### config.mk
export PLATFORM = sky130hd
export DESIGN_NAME = alu_operand_sequencer_flat
export DESIGN_NICKNAME = d
export VERILOG_FILES = /design/src/rtl/alu_operand_sequencer_if.sv /design/src/rtl/alu_operand_sequencer.sv /design/src/flat_wrapper.sv
export SDC_FILE = /design/constraint.sdc
export NUM_CORES = 1
export LEC_CHECK = 0
export CORE_MARGIN = 5
export CORE_UTILIZATION = 39
export DETAILED_ROUTE_END_ITERATION = 7
export PLACE_DENSITY_LB_ADDON = 0.3
export SETUP_SLACK_MARGIN = 0.1
export SLEW_MARGIN = 40
export SYNTH_ARGS = -nofsm -noshare
export SYNTH_HDL_FRONTEND = slang
export SYNTH_SLANG_ARGS = --single-unit
export TNS_END_PERCENT = 30
### constraint.sdc
create_clock -name clk -period 1.44 [get_ports clk]
set_clock_uncertainty 0.1 [all_clocks]
set_input_delay 0.36 -clock clk [delete_from_list [all_inputs] [get_ports clk]]
set_output_delay 0.36 -clock clk [all_outputs]
set_load 0.03 [all_outputs]
### src/rtl/alu_operand_sequencer_if.sv
`default_nettype none
// ============================================================================
// Module   : alu_operand_sequencer_if
// Purpose  : Switch-bus, ALU operand/result and display signals of the sequencer.
// Revision : 1.0
// ============================================================================
interface alu_operand_sequencer_if #(
    parameter int N = 4
);
    logic [N-1:0] data_in;
    logic         load;
    logic         clear;
    logic [N-1:0] A;
    logic [N-1:0] B;
    logic [3:0]   sel;
    logic [N-1:0] alu_result;
    logic         alu_of;
    logic         alu_carry;
    logic         alu_cero;
    logic         alu_neg;
    logic [N-1:0] result_q;
    logic         of_q;
    logic         carry_q;
    logic         cero_q;
    logic         neg_q;
    logic         valid;
    logic         op_err;
    logic [2:0]   state;

    modport slave (
        input  data_in, load, clear, alu_result, alu_of, alu_carry, alu_cero, alu_neg,
        output A, B, sel, result_q, of_q, carry_q, cero_q, neg_q, valid, op_err, state
    );

    modport master (
        output data_in, load, clear, alu_result, alu_of, alu_carry, alu_cero, alu_neg,
        input  A, B, sel, result_q, of_q, carry_q, cero_q, neg_q, valid, op_err, state
    );
endinterface
`default_nettype wire

### src/rtl/alu_operand_sequencer.sv
`default_nettype none
// ============================================================================
// Module   : alu_operand_sequencer
// Purpose  : Serially loads A, B and op code for the ALU; latches its result.
// Revision : 1.0
// ============================================================================
module alu_operand_sequencer #(
    parameter int N = 4
) (
    input  logic                          clk,
    input  logic                          rst,
    alu_operand_sequencer_if.slave        bus
);
    typedef enum logic [2:0] {
        GET_A  = 3'd0,
        GET_B  = 3'd1,
        GET_OP = 3'd2,
        EXEC   = 3'd3,
        SHOW   = 3'd4
    } state_t;

    localparam logic [3:0] C_LAST_OP = 4'b0101;

    state_t       state_q, state_d;
    logic         s1_q, s1_d, s2_q, s2_d, s3_q, s3_d;
    logic [N-1:0] a_q, a_d, b_q, b_d, res_q, res_d;
    logic [3:0]   sel_q, sel_d;
    logic         of_q, of_d, carry_q, carry_d, cero_q, cero_d, neg_q, neg_d;
    logic         valid_q, valid_d, op_err_q, op_err_d;
    logic         press;
    logic [3:0]   op_in;

    generate
        if (N >= 4) begin : g_op_wide
            assign op_in = bus.data_in[3:0];
        end else begin : g_op_narrow
            assign op_in = {{(4-N){1'b0}}, bus.data_in};
        end
    endgenerate

    // s1/s2 resynchronise the asynchronous button; s3 turns its level into one pulse.
    assign s1_d  = bus.load;
    assign s2_d  = s1_q;
    assign s3_d  = s2_q;
    assign press = s2_q & ~s3_q;

    always_comb begin
        state_d  = state_q;
        a_d      = a_q;
        b_d      = b_q;
        sel_d    = sel_q;
        res_d    = res_q;
        of_d     = of_q;
        carry_d  = carry_q;
        cero_d   = cero_q;
        neg_d    = neg_q;
        valid_d  = valid_q;
        op_err_d = op_err_q;

        if (bus.clear) begin
            state_d  = GET_A;
            a_d      = '0;
            b_d      = '0;
            sel_d    = '0;
            res_d    = '0;
            of_d     = 1'b0;
            carry_d  = 1'b0;
            cero_d   = 1'b0;
            neg_d    = 1'b0;
            valid_d  = 1'b0;
            op_err_d = 1'b0;
        end else begin
            case (state_q)
                GET_A: if (press) begin
                    a_d     = bus.data_in;
                    state_d = GET_B;
                end
                GET_B: if (press) begin
                    b_d     = bus.data_in;
                    state_d = GET_OP;
                end
                GET_OP: if (press) begin
                    sel_d   = op_in;
                    state_d = EXEC;
                end
                EXEC: begin
                    res_d    = bus.alu_result;
                    of_d     = bus.alu_of;
                    carry_d  = bus.alu_carry;
                    cero_d   = bus.alu_cero;
                    neg_d    = bus.alu_neg;
                    op_err_d = (sel_q > C_LAST_OP);
                    valid_d  = 1'b1;
                    state_d  = SHOW;
                end
                // A press here doubles as the operand-A load of the next sequence.
                SHOW: if (press) begin
                    a_d      = bus.data_in;
                    valid_d  = 1'b0;
                    op_err_d = 1'b0;
                    state_d  = GET_B;
                end
                default: state_d = GET_A;
            endcase
        end
    end

    always_ff @(posedge clk or posedge rst) begin
        if (rst) begin
            state_q  <= GET_A;
            s1_q     <= 1'b0;
            s2_q     <= 1'b0;
            s3_q     <= 1'b0;
            a_q      <= '0;
            b_q      <= '0;
            sel_q    <= '0;
            res_q    <= '0;
            of_q     <= 1'b0;
            carry_q  <= 1'b0;
            cero_q   <= 1'b0;
            neg_q    <= 1'b0;
            valid_q  <= 1'b0;
            op_err_q <= 1'b0;
        end else begin
            state_q  <= state_d;
            s1_q     <= s1_d;
            s2_q     <= s2_d;
            s3_q     <= s3_d;
            a_q      <= a_d;
            b_q      <= b_d;
            sel_q    <= sel_d;
            res_q    <= res_d;
            of_q     <= of_d;
            carry_q  <= carry_d;
            cero_q   <= cero_d;
            neg_q    <= neg_d;
            valid_q  <= valid_d;
            op_err_q <= op_err_d;
        end
    end

    assign bus.A        = a_q;
    assign bus.B        = b_q;
    assign bus.sel      = sel_q;
    assign bus.result_q = res_q;
    assign bus.of_q     = of_q;
    assign bus.carry_q  = carry_q;
    assign bus.cero_q   = cero_q;
    assign bus.neg_q    = neg_q;
    assign bus.valid    = valid_q;
    assign bus.op_err   = op_err_q;
    assign bus.state    = state_q;

endmodule
`default_nettype wire
### src/flat_wrapper.sv
// flat-port wrapper written by rule: the top's interface ports become plain ports
module alu_operand_sequencer_flat 
#(
    parameter int N = 4
)
  (clk, rst, bus_data_in, bus_load, bus_clear, bus_alu_result, bus_alu_of, bus_alu_carry, bus_alu_cero, bus_alu_neg, bus_A, bus_B, bus_sel, bus_result_q, bus_of_q, bus_carry_q, bus_cero_q, bus_neg_q, bus_valid, bus_op_err, bus_state);
  alu_operand_sequencer_if #(.N(N)) bus_i ();
  input  logic clk;
  input  logic rst;
  input wire logic [$bits(bus_i.data_in)-1:0] bus_data_in;
  input wire logic [$bits(bus_i.load)-1:0] bus_load;
  input wire logic [$bits(bus_i.clear)-1:0] bus_clear;
  input wire logic [$bits(bus_i.alu_result)-1:0] bus_alu_result;
  input wire logic [$bits(bus_i.alu_of)-1:0] bus_alu_of;
  input wire logic [$bits(bus_i.alu_carry)-1:0] bus_alu_carry;
  input wire logic [$bits(bus_i.alu_cero)-1:0] bus_alu_cero;
  input wire logic [$bits(bus_i.alu_neg)-1:0] bus_alu_neg;
  output wire logic [$bits(bus_i.A)-1:0] bus_A;
  output wire logic [$bits(bus_i.B)-1:0] bus_B;
  output wire logic [$bits(bus_i.sel)-1:0] bus_sel;
  output wire logic [$bits(bus_i.result_q)-1:0] bus_result_q;
  output wire logic [$bits(bus_i.of_q)-1:0] bus_of_q;
  output wire logic [$bits(bus_i.carry_q)-1:0] bus_carry_q;
  output wire logic [$bits(bus_i.cero_q)-1:0] bus_cero_q;
  output wire logic [$bits(bus_i.neg_q)-1:0] bus_neg_q;
  output wire logic [$bits(bus_i.valid)-1:0] bus_valid;
  output wire logic [$bits(bus_i.op_err)-1:0] bus_op_err;
  output wire logic [$bits(bus_i.state)-1:0] bus_state;
  assign bus_i.data_in = bus_data_in;
  assign bus_i.load = bus_load;
  assign bus_i.clear = bus_clear;
  assign bus_i.alu_result = bus_alu_result;
  assign bus_i.alu_of = bus_alu_of;
  assign bus_i.alu_carry = bus_alu_carry;
  assign bus_i.alu_cero = bus_alu_cero;
  assign bus_i.alu_neg = bus_alu_neg;
  assign bus_A = bus_i.A;
  assign bus_B = bus_i.B;
  assign bus_sel = bus_i.sel;
  assign bus_result_q = bus_i.result_q;
  assign bus_of_q = bus_i.of_q;
  assign bus_carry_q = bus_i.carry_q;
  assign bus_cero_q = bus_i.cero_q;
  assign bus_neg_q = bus_i.neg_q;
  assign bus_valid = bus_i.valid;
  assign bus_op_err = bus_i.op_err;
  assign bus_state = bus_i.state;
  alu_operand_sequencer #(.N(N)) u_core (.clk(clk), .rst(rst), .bus(bus_i));
endmodule
* Word level (Yosys, flattened, before mapping)
Cells that the tools add are included.
** Cells by class
- $lt $le $gt $ge :: 1
- Eq/ne operators :: 8
- Multiplexer cells :: 27
- Bitwise gates (word level) :: 2
- Reductions and logical operators :: 13
** Operators by type and width (count)
- 2-to-1 mux 4 bit :: 9
- 2-to-1 mux 3 bit :: 4
- case mux 3 bit (4 select lines) :: 1
- 2-to-1 mux 1 bit :: 11
- nonzero test 2 bit :: 5
- inequality test 3 x 2 -> 1 bit (second input constant) :: 3
- AND reduction 2 bit :: 4
- == test 3 x 2 -> 1 bit (second input constant) :: 2
- > comparator 4 x 3 -> 1 bit (second input constant) :: 1
- case mux 1 bit (2 select lines) :: 2
- == test 3 x 1 -> 1 bit (second input constant) :: 1
- == test 3 bit (second input constant) :: 1
- zero test 3 bit :: 1
- inequality test 3 x 1 -> 1 bit (second input constant) :: 1
- AND reduction 3 bit :: 1
- nonzero test 3 bit :: 1
- OR reduction 2 bit :: 1
- bitwise AND 1 bit :: 1
- inverter 1 bit :: 1
** Word-level totals
- Bits in registers :: 28
- Input port bits :: 16
- Output and inout bits :: 25

* Logic depth before layout (Yosys ltp)
Gate-level depths: netlist of run 1.
- Depth in word-level cells :: 5
- Mapped depth :: 5
- Mapped depth without buffers :: 3

* Worst setup path after synthesis of run 1
No wires, ideal clock.
- Kind :: register to register
- From :: register u_core.state_q[0] (netlist: u_core.bus.state[0])
- To :: register u_core.op_err_q (netlist: u_core.bus.op_err)
- Library setup time :: 122 ps
- Arrival :: 1411 ps
- Data required time :: 1218 ps
- Slack :: -193 ps
- Cell stages (with the launch flop) :: 4
- Buffers on the path :: 0
- Period minus slack after synthesis :: 1633 ps
- Path through :: dfrtp_1 > nor4b_4 > nand2_1 > a32o_1
** On the way
- Cells in the longest elaborated chain, start to end :: 3
- Elaborated cells between the ends (all ways) :: 7
** Ends and longest elaborated chain
- start, declared :: RTL line alu_operand_sequencer.sv:24 : state_t state_q, state_d;
- start signal, assigned :: RTL line alu_operand_sequencer.sv:125 : state_q <= state_d;
- == test 3 bit / == test 3 x 2 -> 1 bit (equally long branches) :: RTL line alu_operand_sequencer.sv:73 : case (state_q)
- case mux 1 bit (2 select lines), or another cell as far along :: RTL line alu_operand_sequencer.sv:73
- 2-to-1 mux 1 bit / AND reduction 2 bit (equally long branches)
- end signal, assigned :: RTL line alu_operand_sequencer.sv:138 : op_err_q <= op_err_d;
- end, declared :: RTL line alu_operand_sequencer.sv:29 : logic valid_q, valid_d, op_err_q, op_err_d;
Several ways; a longest one is shown, not always the timed one.
A chain may end at the register's enable or synchronous reset.

* Worst setup path after layout of run 1
- From :: register u_core.state_q[1] (netlist: u_core.bus.state[1])
- To :: register u_core.a_q[1] (netlist: u_core.bus.A[1])
** On the way
- Cells in the longest elaborated chain, start to end :: 4
- Elaborated cells between the ends (all ways) :: 5
** Ends and longest elaborated chain
- == test 3 bit / zero test 3 bit (equally long branches) :: RTL line alu_operand_sequencer.sv:73
- OR reduction 2 bit (no line) (*)
- nonzero test 2 bit (no line) (*)
- AND reduction 2 bit (no line) (*)
- end signal, assigned :: RTL line alu_operand_sequencer.sv:114 : a_q <= '0;
- end signal, assigned :: RTL line alu_operand_sequencer.sv:129 : a_q <= a_d;
- end, declared :: RTL line alu_operand_sequencer.sv:26 : logic [N-1:0] a_q, a_d, b_q, b_d, res_q, res_d;
Every way passes the cells marked *; elsewhere a longest branch is shown, timed or not.

==> results of run 1 <==
[final cells by class]
type	count	area share, %
Sequential cell	28	38.40
Timing Repair Buffer	55	31.38
Multi-Input combinational cell	61	24.83
Tap cell	31	2.115
Clock inverter	1	1.637
Clock buffer	3	1.228
Inverter	2	0.4093
[synth_stat cells (2+ instances only)]
library cell	instances	area [µm²]
nor2_1	6	22.52
a21oi_1	4	20.02
nor2b_1	2	12.51
dfrtp_1	28	700.7
inv_1	2	7.510
buf_2	2	10.01
or3_1	2	12.51
a22o_1	8	70.07
nand2_1	13	48.80
mux2i_1	12	120.1
[worst reg2reg max path, cell delays in order (launching register included)]
cell     delay, ns
dfrtp_2       0.45
buf_6         0.13
nor4b_4       0.32
buf_6         0.18
mux2i_1       0.21
nor2_1        0.05
[cell families after synthesis]
| logic type | Yosys count | share of synthesized area (%) |
|---|---|---|
| AOI/OAI and AO/OA | 15 | 10.09 |
| muxes | 12 | 10.41 |
| DFF | 28 | 60.74 |
| and+or+nand+nor | 33 | 15.94 |
| buffers and inverters | 6 | 2.820 |
[how the worst min path moves through the flow]
| stage | endpoint | slack [ns] | cells past startpoint |
|---|---|---|---|
| after floorplan | u_core.s2_q | 0.23 | 0 |
| after global placement | u_core.s2_q | 0.23 | 0 |
| after detailed placement | u_core.s2_q | 0.25 | 0 |
| after CTS | u_core.s2_q | 0.23 | 3 |
| after global routing | u_core.bus.result_q[0] | 0.24 | 3 |
| final | u_core.s1_q | 0.23 | 3 |
[sequential cells by signal, summed over array words and instances, names as in the netlist]
signal,flops
u_core.bus.valid,1
u_core.bus.of_q,1
u_core.bus.state,3
u_core.bus.neg_q,1
u_core.bus.B,4
u_core.bus.result_q,4
u_core.s1_q,1
u_core.bus.carry_q,1
u_core.bus.cero_q,1
u_core.s2_q,1
u_core.bus.A,4
u_core.s3_q,1
u_core.bus.sel,4
u_core.bus.op_err,1
[per-layer routing]
layer	global-route usage, %	vias to the layer above	wire (µm)
met5	0	-	0
met4	6.332	0	57
met3	4.203	7	184
met2	25.64	38	1417
met1	17.39	447	1167
li1	-	439	-
[where the power goes]
group	switching, mW	total (mW)	leakage, nW	internal (mW)
Sequential	0.0200	0.827	0.377	0.807
Combinational	0.117	0.245	0.480	0.129
Clock	0.231	0.513	0.0279	0.282
Total	0.368	1.59	0.885	1.22
[metrics by stage]
| step | utilization [%] | hold slack, ns | area [µm²] | TNS, ns |
|---|---|---|---|---|
| after global placement | 57.18 | 0.2345 | 1604 | -2.473 |
| after global routing | 65.39 | 0.2430 | 1834 | -1.699 |
| final | 65.39 | 0.2266 | 1834 | -0.6801 |
| after CTS | 64.50 | 0.2320 | 1809 | -0.6637 |
| after floorplan | - | 0.2312 | 1165 | -0.3257 |
| after detailed placement | 57.18 | 0.2512 | 1604 | -2.933 |
[cells in the final DEF, fill, tap and decap left out, types with 2 or more instances in the layout]
master and n:
clkbuf_4 3, dfrtp_2 3, nor2b_1 2, nand2_1 13
buf_6 30, a21oi_1 3, dfrtp_1 25, mux2i_1 12
clkdlybuf4s50_1 15, inv_1 2, nor2_1 6, a22o_1 8
nor2_4 2, buf_4 9
[timing repair]
item / in CTS / in global routing
pin swaps: 5 / 5
gates resized for setup: 29 / 7
setup buffers: 5 / 0
cloned: 1 / 0
endpoints found under the setup margin: 48 / 48
==> key figures, run 1 <==
Worst setup path
  • Bufs and invs on worst path: 2
  • Critical path endpoint category: register
  • Reg2Reg Launch Point: u_core.bus.state[1]
  • CP delay by family, top: flip-flops
  • Worst Setup EP: u_core.bus.A[1]
  • CP startpoint kind: register
  • FF-to-FF End: u_core.bus.A[1]
  • Max stage delay on crit path: 0.45 ns
  • Most frequent CP cell: buf_6
  • CP Class: reg2reg
  • Crit path max-delay cell type: dfrtp_2
  • Crit. Startpoint: u_core.bus.state[1]
  • Critical Path Stages: 5
  • R2R cell count: 5
  • CP max FO: 5
  • Reg2Reg Setup Slack: -0.09 ns
  • Worst Path Required: between 1.5 and 2 ns
  • CP cell instances: buf_6, nor4b_4, buf_6, mux2i_1, nor2_1
  • Crit path DAT: 1.67 ns

Placed design
  • Final HPWL DP: 2008 µm
  • Post-Place Worst Slack: -0.2658 ns
  • Placed instance count: roughly 170
  • Port bufs: 40
  • Routability Congestion: 0.8343

Timing
  • Crit share post-route: 106.2%
  • Measured slew at the worst slew-check pin: 0.2746 ns
  • Slack of the critical path: -0.08858 ns
  • Max Fclk: about 0.65 GHz
  • Setup violators final: 11
  • Fin. Hold Viols: 0
  • Slew margin rel.: between 80 and 90%
  • RSZ-0062 raised after global routing: yes
  • Final worst path period need: 1.529 ns
  • Fin. max-slew vios: 0

Synth
  • Post-synth EDFFs: 0
  • Main synth FF type: dfrtp_1
  • Register area share after synthesis: 60.74%
  • Avg Synthesized Cell Area: ~12 µm²
  • Ys async rst share: 100.0%
  • Post-synth cell types: 25
  • Mapped Area: 0.001154 mm²
  • Synthesis warning total: 0
  • Post-Syn Instances: 94
  • Syn Nets: 110
  • Flops & latches, synth: 28

CTS
  • CTS buffer count: 3
  • Clock tree root driver cell: clkbuf_4
  • Num Clock Sinks: 28
  • Reg clk slew, reported paths: 0.15 ns
  • CTS tree: built
  • Max Root-Sink Buffers: 2
  • H-tree depth: 1
  • CTS Hold Buffers Added: 0
  • Worst-Skew Late Latency: 0.33 ns

Detailed routing
  • Post-DRT Antenna Nets: 0
  • DR vias: between 900 and 1000
  • Detailed Route WL: 2827 µm
  • Initial DRT Pass Iterations: 4
  • DR WL/cell: between 15 and 20 µm
  • Drt initial violations: 21
  • Vias per inst: roughly 5.1
  • Residual DRC: 0

Floorplan
  • Core Area: 0.002805 mm²
  • Die Y: 64.39 µm
  • Core Rows: 19
  • Die W: 64.39 µm
  • # IOs: 41
  • Die area: roughly 0.0041 mm²
  • Initial Util: 41.12%

Global route
  • Largest net degree at the start of global routing: 29
  • Total grt overflow: 0
  • Total Routing Usage GR: 14.91%
  • Vias in the first global route: approximately 1000
  • First-pass GRT wire length: 4733 µm
  • Antenna violations before repair: 0

Cells and area
  • ANT cells: 0
  • Sequential Area: around 700 µm²
  • Final Non-Filler Cells: 181
  • Share of layout cells above drive strength 1: 37.33%
  • Multi-input logic area: 455.4 µm²
  • Nets: 167
  • P&R area growth vs syn: 59.00%
  • Fillers: ~240

Power and ir drop
  • Peak supply drop: 0.4799 mV
  • Total chip power: 1.585 mW
  • Power density cells: a little under 900 mW/mm²
  • Leakage: 0.8846 nW

Hold path
  • Hold Crit Class: in2async

Status
  • Status: finished, violations left
  • Failing checks: setup timing

Flow run
  • Max-cap violation count: 0
Power figures use the tool's default switching activity.
==> inputs of run 2 (changes only) <==
--- a/config.mk
+++ b/config.mk
@@ -5,6 +5,7 @@
 export SDC_FILE = /design/constraint.sdc
 export NUM_CORES = 1
 export LEC_CHECK = 0
+export CAP_MARGIN = 20
 export CORE_MARGIN = 5
 export CORE_UTILIZATION = 39
 export DETAILED_ROUTE_END_ITERATION = 7
==> results of run 2 <==
The final DEF is identical to that of run 1; final timing and power are the same.
